## src/rtl/debounce_pkg.sv

```systemverilog
// Shared types and defaults for the debounce/edge-detect front end.
package debounce_pkg;

  // Debounce FSM states; q is high in ST_HI and WAIT_LO.
  typedef enum logic [1:0] {
    ST_LO   = 2'b00,
    WAIT_HI = 2'b01,
    ST_HI   = 2'b10,
    WAIT_LO = 2'b11
  } state_e;

  localparam int unsigned DEF_SYNC_STAGES     = 2;
  localparam int unsigned DEF_DEBOUNCE_CYCLES = 4;

endpackage

```

## src/rtl/sync_chain.sv

```systemverilog
// Plain flop synchronizer for an asynchronous single-bit input.
// No logic between stages; all stages clear to 0 on reset.
module sync_chain #(
  parameter int unsigned STAGES = 2
) (
  input  logic clk,
  input  logic reset_async,
  input  logic d,
  output logic q
);

  logic [STAGES-1:0] sync_q;

  // Shift the raw input through the chain, one stage per clock.
  always_ff @(posedge clk or posedge reset_async) begin
    if (reset_async) begin
      sync_q <= '0;
    end else begin
      sync_q <= {sync_q[STAGES-2:0], d};
    end
  end

  assign q = sync_q[STAGES-1];

endmodule

```

## src/rtl/debounce_edge.sv

```systemverilog
// Synchronize a raw button/switch input, debounce it with a counter FSM,
// and present a clean registered level plus one-cycle rise/fall strobes.
module debounce_edge
  import debounce_pkg::*;
#(
  parameter int unsigned SYNC_STAGES     = DEF_SYNC_STAGES,
  parameter int unsigned DEBOUNCE_CYCLES = DEF_DEBOUNCE_CYCLES
) (
  input  logic clk,
  input  logic reset_async,
  input  logic d_in,
  output logic q,
  output logic rise_pulse,
  output logic fall_pulse
);

  localparam int unsigned     CNT_W    = $clog2(DEBOUNCE_CYCLES) + 1;
  localparam logic [CNT_W-1:0] CNT_LAST = CNT_W'(DEBOUNCE_CYCLES - 1);
  localparam logic [CNT_W-1:0] CNT_ONE  = CNT_W'(1);

  logic             sync_out;
  state_e           state_q;
  logic [CNT_W-1:0] cnt_q;

  sync_chain #(
    .STAGES (SYNC_STAGES)
  ) u_sync (
    .clk         (clk),
    .reset_async (reset_async),
    .d           (d_in),
    .q           (sync_out)
  );

  // Debounce FSM: accept a change only after DEBOUNCE_CYCLES consecutive
  // synchronized samples at the new level; strobes are registered alongside q.
  always_ff @(posedge clk or posedge reset_async) begin
    if (reset_async) begin
      state_q    <= ST_LO;
      cnt_q      <= '0;
      q          <= 1'b0;
      rise_pulse <= 1'b0;
      fall_pulse <= 1'b0;
    end else begin
      rise_pulse <= 1'b0;
      fall_pulse <= 1'b0;
      case (state_q)
        ST_LO: begin
          q <= 1'b0;
          if (sync_out) begin
            state_q <= WAIT_HI;
            cnt_q   <= CNT_ONE;
          end else begin
            cnt_q <= '0;
          end
        end
        WAIT_HI: begin
          if (!sync_out) begin
            state_q <= ST_LO;
            cnt_q   <= '0;
          end else if (cnt_q == CNT_LAST) begin
            state_q    <= ST_HI;
            q          <= 1'b1;
            rise_pulse <= 1'b1;
            cnt_q      <= '0;
          end else begin
            cnt_q <= cnt_q + CNT_ONE;
          end
        end
        ST_HI: begin
          q <= 1'b1;
          if (!sync_out) begin
            state_q <= WAIT_LO;
            cnt_q   <= CNT_ONE;
          end else begin
            cnt_q <= '0;
          end
        end
        WAIT_LO: begin
          if (sync_out) begin
            state_q <= ST_HI;
            cnt_q   <= '0;
          end else if (cnt_q == CNT_LAST) begin
            state_q    <= ST_LO;
            q          <= 1'b0;
            fall_pulse <= 1'b1;
            cnt_q      <= '0;
          end else begin
            cnt_q <= cnt_q + CNT_ONE;
          end
        end
        default: begin
          state_q <= ST_LO;
          q       <= 1'b0;
          cnt_q   <= '0;
        end
      endcase
    end
  end

endmodule
```

## config.mk

```make
export PLATFORM = sky130hd
export DESIGN_NAME = debounce_edge
export DESIGN_NICKNAME = d
export VERILOG_FILES = /design/src/rtl/debounce_pkg.sv /design/src/rtl/sync_chain.sv /design/src/rtl/debounce_edge.sv
export SDC_FILE = /design/constraint.sdc
export NUM_CORES = 1
export LEC_CHECK = 0
export CELL_PAD_IN_SITES_DETAIL_PLACEMENT = 1
export CELL_PAD_IN_SITES_GLOBAL_PLACEMENT = 1
export CORE_MARGIN = 2
export CORE_UTILIZATION = 41
export DETAILED_ROUTE_END_ITERATION = 6
export GPL_ROUTABILITY_DRIVEN = 0
export PLACE_DENSITY = 0.7
export SLEW_MARGIN = 20
export SYNTH_ARGS = -nofsm -noshare
export SYNTH_HDL_FRONTEND = slang
export SYNTH_HIERARCHICAL = 1
export SYNTH_SLANG_ARGS = --single-unit
```

## constraint.sdc

```tcl
create_clock -name clk -period 1.79 [get_ports clk]
set_clock_uncertainty 0.1 [all_clocks]
set_input_delay 0.179 -clock clk [delete_from_list [all_inputs] [get_ports clk]]
set_output_delay 0.179 -clock clk [all_outputs]
set_load 0.01 [all_outputs]
```

# Word level (Yosys, flattened, before mapping)
# Cells that the tools add are included.
# word_totals
elab_cells	45
ff_bits	10
# op_classes
reduce_logical	3
n_mux	23
add_sub_neg	1
eq_ne	12
# op_table
op	n
two-way mux 2 bit	6
case mux 3 bit (4 select lines)	1
two-way mux 1 bit	11
two-way mux 3 bit	3
inequality test 2 bit (second input constant)	4
case mux 2 bit (4 select lines)	1
AND reduction 4 bit	2
equality test 2 bit (second input constant)	2
inequality test 2 x 1 -> 1 bit (second input constant)	2
case mux 1 bit (4 select lines)	1
adder 3 x 1 -> 3 bit (second input constant)	1
equality test 3 x 2 -> 1 bit (second input constant)	1
inequality test 3 x 2 -> 1 bit (second input constant)	1
inequality test 3 bit (second input constant)	1
equality test 2 x 1 -> 1 bit (second input constant)	1
logical NOT 2 bit	1

# Logic depth before layout (Yosys ltp)
# Gate-level depths: netlist (run 1).
# logic_depth
ltp_word	4
depth_mapped	6
depth_no_buf	6

# Hierarchy
# Netlist (run 1), hierarchy kept.
# by_module_without_submodules
module	area_per_inst_um2	cells_each	n_inst
debounce_edge	483.0	42	1
sync_chain	53.8	3	1

# Least setup slack after synthesis (run 1)
# OpenSTA, ideal clock, no wires.
# synth_timing
path_kind	reg2reg
start	reg state_q[0]
end	reg q
slack_ns	0.405
path_stages_with_launch	6
arrival_ns	1.198
required_ns	1.603
path_buffers	0
cell_sequence	dfrtp_1 > ha_1 > mux2_4 > a21oi_2 > a21oi_1 > a211oi_2
# synth_via
elab_chain_cells	3
elab_cells_between_ends	10
cone_classes	7 x eq/ne; 1 x mux; 2 x reduce/logical
# synth_lines
element	line	text
start, declared	debounce_edge.sv:22	state_e state_q;
start signal, assigned	debounce_edge.sv:38	state_q <= ST_LO;
start signal, assigned	debounce_edge.sv:50	state_q <= WAIT_HI;
start signal, assigned	debounce_edge.sv:58	state_q <= ST_LO;
equality test 2 x 1 -> 1 bit / equality test 2 bit (equally long branches)	debounce_edge.sv:46	case (state_q)
inequality test 2 x 1 -> 1 bit (no source line) / inequality test 2 bit (equally long branches)	-	
AND reduction 4 bit (no source line)	-	
end signal, assigned	debounce_edge.sv:40	q <= 1'b0;
end signal, assigned	debounce_edge.sv:48	q <= 1'b0;
end signal, assigned	debounce_edge.sv:62	q <= 1'b1;
end, declared	debounce_edge.sv:12	output logic q,
# Several ways; a longest one is shown, not always the timed one.
# A chain may end at the register's enable or synchronous reset.

==> flow_summary.ini, run 1 <==
[sta]
max_freq_mhz = 639
min_period_ns = 1.56
worst_pin_slew_ns = 0.393
timing.final.crit_share_pct = 87.4
setup_tns_ns = 0
hold_violations = 0
rsz0062_at_grt = false
setup_ws_ns = 0.226
maxSlewHeadroom_pct = 73.7
drv_slew = 0
fin_hold_ws_ns = 0.257
finalSetupViolations = 0

[global_route]
grt_use_total_pct = 17.5
grt_max_degree = 9
grt_overflow_total = 0
grt_pass1_vias = 409
antenna_found_initial = 0
grt_pass1_wl_um = 1800

[worst_setup_path]
crit_fanout = 5
critical-path-max-stage-delay_ns = 0.42
r2r.worst_path.cells = 5
cp_data_arrival_time_ns = 1.61
critPathSlowestCell = dfrtp_1
r2r_slack_ns = 0.23
critPathLaunchType = flop
timing.rr.start = state_q[0]
cp_cell_sequence = inv_1, ha_1, a211oi_2, a21oi_1, a21o_1
critical_path_class = flop to flop
worstPathRequired_ns = 1.84
cp-end-kind = flop

[run_status]
status = complete, no violations

[routing]
drc_errors = 0
drt_pre_antenna_iters = 4
first_iter_violations = 3
via_count = 370
wirelength_um = 1050
antenna_left = 0
avgViaCountPerCell = 5.29
avgRoutedWirePerCell_um = 15.0

[die]
die_w_um = 40.2
fp.dieH_um = 40.2
die_area_um2 = 1610
io_pins = 6
start_util_pct = 42.3
fp.coreArea_um2 = 1270
placementRows = 13

[clocking]
cts_setup_buffers = 0
clock_path_buffers = 2
clk_pin_slew_ns = 0.08
hold_buffers = 1
root_buffer = clkbuf_4
clock-sinks = 10
clk_latency_ns = 0.26
cts_made_buffers = 3
htreeDepth = 1
post_cts_resized = 0
tritoncts = built

[final_layout]
areaGrowthSynthToFinish_pct = 21.4
stdcell_count = 70
nets = 65
antenna_cells = 0
drive_above_1_share_pct = 23.6

[logic_synthesis]
synth.distinct_cells = 22
syn_inst = 45
synth.cell_area_um2 = 537
synth_fp_nets = 54
synthTopCellsByArea = dfrtp_1, ha_1, a211oi_2
yosysMostFrequentCell = dfrtp_1
synth-edff-count = 0
yosysWarnings = 6
synth_top_area_share_pct = 46.6
async_flop_share_pct = 100
ys_seq_area_share_pct = 46.6
yosysTopAreaCell = dfrtp_1
yosys-top-cells-count = dfrtp_1, ha_1, inv_1
synth-seq-cells = 10
avgSynthCellArea_um2 = 11.9
synth_top_flop_cell = dfrtp_1

[job]
maxCapViolations = 0

[min_path]
hp-start = u_sync/sync_q[0]
hold_end = u_sync/sync_q[1]
hold_depth = 0
hp-class = flop to flop

[power]
p_leak_uw = 0.000314
power_density_nw_per_um2 = 1550
vdd_drop_max_mv = 0.762
total_power_uw = 1010

[placed_design]
pre_cts_ws_ns = 0.238
port-buffer-count = 5
dpl.cell_count = 65
dpl.hpwl_um = 842
## sequential cells by signal, summed over array words and instances, names as in the netlist, named ones only
name,cells
cnt_q,3
state_q,1
u_sync/sync_q,2
fall_pulse,1
q,1
rise_pulse,1
## layout make-up
| class | count | area, µm² |
|---|---|---|
| Clock buffer | 4 | 36.3 |
| Fill cell | 150 | 617 |
| Inverter | 6 | 23.8 |
| Multi-Input combinational cell | 29 | 263 |
| Sequential cell | 10 | 250 |
| Tap cell | 15 | 18.8 |
| Timing Repair Buffer | 6 | 60.1 |
## layout by cell type (no fill, tap or decap), types with 2 or more instances in the layout
cell type,netlist,final
a211oi_2,3,3
a21oi_1,3,3
clkbuf_4,0,3
clkdlybuf4s50_1,0,5
dfrtp_1,10,10
ha_1,6,6
inv_1,4,4
mux2i_1,2,2
nor3_1,2,2
## worst max-delay path by stage
stage / end / cells past startpoint / slack (ns) / from
after global placement: q / 5 / 0.35 / cnt_q[0]
after CTS: flop / 5 / 0.23 / state_q[0]
after detailed placement: flop / 5 / 0.24 / state_q[0]
final: flop / 5 / 0.23 / state_q[0]
after global routing: cnt_q[0] / 6 / 0.11 / flop
after floorplan: q / 5 / 0.40 / state_q[0]
## routing by layer
| layer | track usage, % | vias to the layer above | part of all wire (%) |
|---|---|---|---|
| li1 | - | 180 | - |
| met1 | 17.8 | 183 | 44 |
| met2 | 33.9 | 5 | 51 |
| met3 | 3.33 | 2 | 3.7 |
| met4 | 7.50 | 0 | 0.95 |
| met5 | 0 | - | 0 |
## critical path: cells and delay by family, from the launching register on
| family | cells | cell delay (ns) |
|---|---|---|
| AO/OA/AOI/OAI | 3 | 0.57 |
| flip-flops | 1 | 0.42 |
| adder cells (fa/ha/maj) | 1 | 0.24 |
| buffers and inverters | 1 | 0.12 |
## power by group
| group | internal (µW) | switching (µW) |
|---|---|---|
| Combinational | 213 | 264 |
| Clock | 123 | 80.1 |
| Sequential | 283 | 47.4 |
| Total | 620 | 391 |
## through the flow
stage	instance area (µm²)	util [%]
after floorplan	537	-
after global placement	606	47.7
after detailed placement	606	47.7
after CTS	652	51.4
after global routing	652	51.4
final	652	51.4
## kinds of logic (layout without fill, tap and decap cells)
| group | after synthesis | count (layout) | synth area share (%) |
|---|---|---|---|
| flip-flops | 10 | 10 | 46.6 |
| AND/OR/NAND/NOR | 10 | 10 | 13.1 |
| multiplexers | 3 | 3 | 6.53 |
| AO/OA/AOI/OAI | 10 | 10 | 15.4 |
| buffers and inverters | 6 | 16 | 4.43 |
| adder cells (fa/ha/maj) | 6 | 6 | 14.0 |
(Power assumes the default switching activity.)
==> run 2, diff against run 1 <==
==> constraint.sdc (replaced) <==
create_clock -name clk -period 1.6 [get_ports clk]
set_clock_uncertainty 0.1 [all_clocks]
set_input_delay 0.16 -clock clk [delete_from_list [all_inputs] [get_ports clk]]
set_output_delay 0.16 -clock clk [all_outputs]
set_load 0.1 [all_outputs]
==> flow_summary.ini, run 2 (synthesis results as in run 1) <==
[routing]
first_iter_violations = 9
via_count = 371
antenna_left = 0
drc_errors = 0
drt_pre_antenna_iters = 4
wirelength_um = 1030
avgViaCountPerCell = 5.38
avgRoutedWirePerCell_um = 14.9

[worst_setup_path]
cp_data_arrival_time_ns = 1.56
cp-end-kind = flop
timing.rr.start = cnt_q[0]
critical_path_class = flop to flop
r2r.worst_path.cells = 5
worstPathRequired_ns = 1.66
critPathLaunchType = flop
r2r_slack_ns = 0.1
crit_fanout = 4
crit_path_start = cnt_q[0]

[final_layout]
most-common-layout-cells = dfrtp_1, inv_1, ha_1
nFillCells = 136
nets = 65
antenna_cells = 0
drive_above_1_share_pct = 37.0
stdcell_count = 69
areaGrowthSynthToFinish_pct = 28.2
mostFrequentLayoutCell = dfrtp_1
regMostFlops = cnt_q
reg.largest.list = cnt_q x3, u_sync/sync_q x2
largest_reg_flops = 3

[run_status]
status = complete, no violations

[placed_design]
port-buffer-count = 5
dpl.cell_count = 65
dpl.hpwl_um = 825

[power]
total_power_uw = 1250
vdd_drop_max_mv = 0.966
power_density_nw_per_um2 = 1810
p_leak_uw = 0.000316

[sta]
min_period_ns = 1.50
hold_violations = 0
finalSetupViolations = 0
timing.final.crit_share_pct = 93.8
maxSlewHeadroom_pct = 78.2
drv_slew = 0
worst_pin_slew_ns = 0.327
max_freq_mhz = 666

[clocking]
clk_latency_ns = 0.27
clock-sinks = 10
clk_pin_slew_ns = 0.06
root_buffer = clkbuf_4
clock_path_buffers = 2
cts_made_buffers = 3
tritoncts = built
htreeDepth = 1

[global_route]
antenna_found_initial = 0
grt_overflow_total = 0
grt_use_total_pct = 17.9
grt_pass1_wl_um = 1750
grt_max_degree = 9
grt_pass1_vias = 392

[die]
fp.coreArea_um2 = 1270
die_area_um2 = 1610
fp.dieH_um = 40.2
io_pins = 6
die_w_um = 40.2
start_util_pct = 42.3
placementRows = 13

[job]
maxCapViolations = 0

[min_path]
hp-class = primary input to flop
==> run 2: final cells by class <==
class | count | area [µm²] | share of cell area (%)
multi-input cells | 29 | 282 | 40.9
flip-flops and latches | 10 | 251 | 36.5
repair buffers | 6 | 90.1 | 13.1
inverters | 6 | 23.8 | 3.45
clock buffers | 3 | 22.5 | 3.27
well taps | 15 | 18.8 | 2.73
==> run 2: worst min path at each step <==
stage                     start          endpoint  slack (ns)  cells past startpoint
2_1_floorplan       reset_async  u_sync/sync_q[0]       -0.20                      1
3_3_place_gp        reset_async  u_sync/sync_q[0]        0.24                      2
3_5_place_dp   u_sync/sync_q[0]  u_sync/sync_q[1]        0.24                      0
4_1_cts                    d_in  u_sync/sync_q[0]        0.22                      1
5_1_grt                    d_in  u_sync/sync_q[0]        0.24                      1
6_report                   d_in  u_sync/sync_q[0]        0.23                      1
==> run 2: repair_timing <==
item / CTS / global route
setup endpoints to repair: 0 / 5
gates resized for setup: 0 / 6
endpoints found under the hold margin: 2 / 0
setup buffers: 0 / 0
hold buffers: 1 / 0
==> run 2: critical path: stages (launching register included) <==
cell	delay [ns]
dfrtp_1	0.38
ha_1	0.25
nand2b_4	0.10
a211oi_4	0.30
a21oi_1	0.11
a21o_1	0.16
==> run 2: power by group <==
part | switching (µW) | internal, µW
combinational | 400 | 287
sequential | 66.3 | 319
clock | 86.1 | 87.0
==> run 2: through the flow <==
step                      hold slack, ns  area [µm²]  TNS (ns)  worst slack, ns  util (%)
after floorplan                   -0.199         537         0            0.134         -
after global placement             0.240         636         0            0.156      50.1
after detailed placement           0.237         636         0           0.0238      50.1
after CTS                          0.223         668         0          0.00307      52.7
after global routing               0.236         688  -0.00227         -0.00227      54.2
final                              0.230         688         0           0.0992      54.2
==> run 2: metal layers <==
metal	global-route usage (%)	vias to the layer above	wire, µm
li1	-	177	-
met1	18.7	183	415
met2	29.8	9	552
met3	5.00	2	48
met4	14.2	0	14
met5	0	-	0
==> run 3, diff against run 2 <==
--- a/config.mk
+++ b/config.mk
@@ -5,6 +5,7 @@
 export SDC_FILE = /design/constraint.sdc
 export NUM_CORES = 1
 export LEC_CHECK = 0
+export CAP_MARGIN = 25
 export CELL_PAD_IN_SITES_DETAIL_PLACEMENT = 1
 export CELL_PAD_IN_SITES_GLOBAL_PLACEMENT = 1
 export CORE_MARGIN = 2
==> results of run 3 <==
The final DEF is identical to that of run 2; final timing and power are the same.
==> variant: new RTL, settings of run 3 <==
`DEF_SYNC_STAGES`: 2 -> 4.
--- a/src/rtl/debounce_pkg.sv
+++ b/src/rtl/debounce_pkg.sv
@@ -9,7 +9,7 @@
     WAIT_LO = 2'b11
   } state_e;
 
-  localparam int unsigned DEF_SYNC_STAGES     = 2;
+  localparam int unsigned DEF_SYNC_STAGES     = 4;
   localparam int unsigned DEF_DEBOUNCE_CYCLES = 4;
 
 endpackage
Formal check against the unedited RTL: not equivalent (Yosys sat finds a counterexample within 10 cycles, from zero or initial values and one cycle with reset_async high).
==> variant against run 3 <==
  * Sequential share of layout area grew 3.7 points
  * Clock power rose by 39%
  * Largest power group unchanged
  * Cell area increased by 8.9%
  * Sequential cell count is 2 higher
  * Synthesized area up 9.3%
  * Worst setup slack got worse by 0.084 ns
  * Routed wire length rose by 20%
  * Largest cell class is now registers
  * Total power grew 12%
==> variant: results (changes against run 3) <==
outcome=complete, no violations; Place WS=0.0290 ns (+0.00513 ns); worst r2r src=state_q[0]$_DFFE_PP0P_; Area after DPL=686 µm² (+7.9%); vias in the first global route=416 (+6.1%); Critical Path AT=1.66 ns (+0.10 ns); # fillers=135 (-0.74%); worst min path class=in -> reg; Inserted Clock Buffers=3 (unchanged); first-pass GRT wire length=2.06 mm (+18%); DR pass1 iterations=2 (-2); largest fanout on the critical path=5 (+1); Largest regs=u_sync/sync_q x4, cnt_q x3; LEAKAGE=0.348 nW (+10%); syn nets=56 (+3.7%); Cell variety after synth=22 (unchanged); R2R cell count=5 (unchanged); initial DRC count=6 (-3); top cells by area, synth=dfrtp_1 51%, ha_1 13%, a211oi_2 6.4%; clock transition at the registers of the reported paths=0.08 ns (+0.02 ns); register area=302 µm² (+20%); nets@finish=67 (+3.1%); Commonest cells post-synth=12 x dfrtp_1, 6 x ha_1, 4 x inv_1, 3 x a211oi_2, 3 x a21oi_1; Slew @ Worst Pin=0.312 ns (-0.0156 ns); post-synthesis sequential area ratio=0.512 (+0.0455); share of layout cells above drive strength 1=0.351 (-0.0195); worst vdd ir=0.000933 V (-3.4%); Int Pwr=0.793 mW (+14%); Vias=387 (+4.3%); Detail Placement HPWL=866 µm (+5.0%); drt wl/cell=17.3 µm (+15%); Post-CTS Setup Bufs=0 (unchanged)
variant: cell count changes after synthesis:
| cell | run 3 | this run |
|---|---|---|
| dfrtp_1 | 10 | 12 |
variant: cell families after synthesis:
logic type / count (synthesis) / synth area share
AO/OA/AOI/OAI: 10 / 0.141
adder cells (fa/ha/maj): 6 / 0.128
buffers and inverters: 6 / 0.0405
flip-flops: 12 / 0.512
multiplexers: 3 / 0.0597
AND/OR/NAND/NOR: 10 / 0.119
variant: layout make-up:
cell class                 count  area share
clock buffer                   4      0.0484
inverter                       6      0.0317
multi-input combinational     29       0.372
sequential                    12       0.402
tap                           15      0.0250
timing repair buffer           6       0.120
variant: critical path, cell delays in order (launching register included):
cell,delay (ns)
dfrtp_2,0.44
ha_1,0.29
mux2_4,0.30
a21oi_2,0.10
a21oi_1,0.06
a211oi_2,0.20
variant: metal layers:
layer,up-vias,share of wire,global-route usage
met5,-,0,0
met4,0,0.039,0.0581
met3,6,0.036,0.0304
met2,10,0.54,0.297
met1,187,0.38,0.177
li1,184,-,-
variant: power by group through the flow:
stage | combinational, mW | clock [mW] | sequential (mW)
finish | 0.711 | 0.240 | 0.442
global route | 0.772 | 0.259 | 0.453
CTS | 0.660 | 0.246 | 0.436
detailed placement | 0.653 | 0 | 0.440
global placement | 0.615 | 0 | 0.429
floorplan | 0.404 | 0 | 0.516
variant: worst paths after layout:
check / end / slack (ns)
worst max-delay path: q$_DFFE_PP0P_ / 0.02
worst min register to register: u_sync/sync_q[1]$_DFF_PP0_ / 0.26
worst min-delay path: u_sync/sync_q[0]$_DFF_PP0_ / 0.23
max in group asynchronous: state_q[0]$_DFFE_PP0P_ / 0.51
min in group asynchronous: u_sync/sync_q[2]$_DFF_PP0_ / 0.55
worst max register to register: q$_DFFE_PP0P_ / 0.02
variant: per-stage QoR:
step | total power, mW | instances | setup TNS [ns] | util
global route | 1.48 | 72 | -0.0418 | 0.569
global placement | 1.04 | 67 | 0 | 0.520
finish | 1.39 | 72 | 0 | 0.569
floorplan | 0.920 | 47 | 0 | -
CTS | 1.34 | 72 | 0 | 0.556
detailed placement | 1.09 | 67 | 0 | 0.520
variant: timing repair:
| item | 4_1_cts | 5_1_grt |
|---|---|---|
| endpoints found under the hold margin | 4 | 0 |
| resized for setup | 0 | 5 |
| hold buffers | 1 | 0 |
| setup endpoints to repair | 0 | 5 |
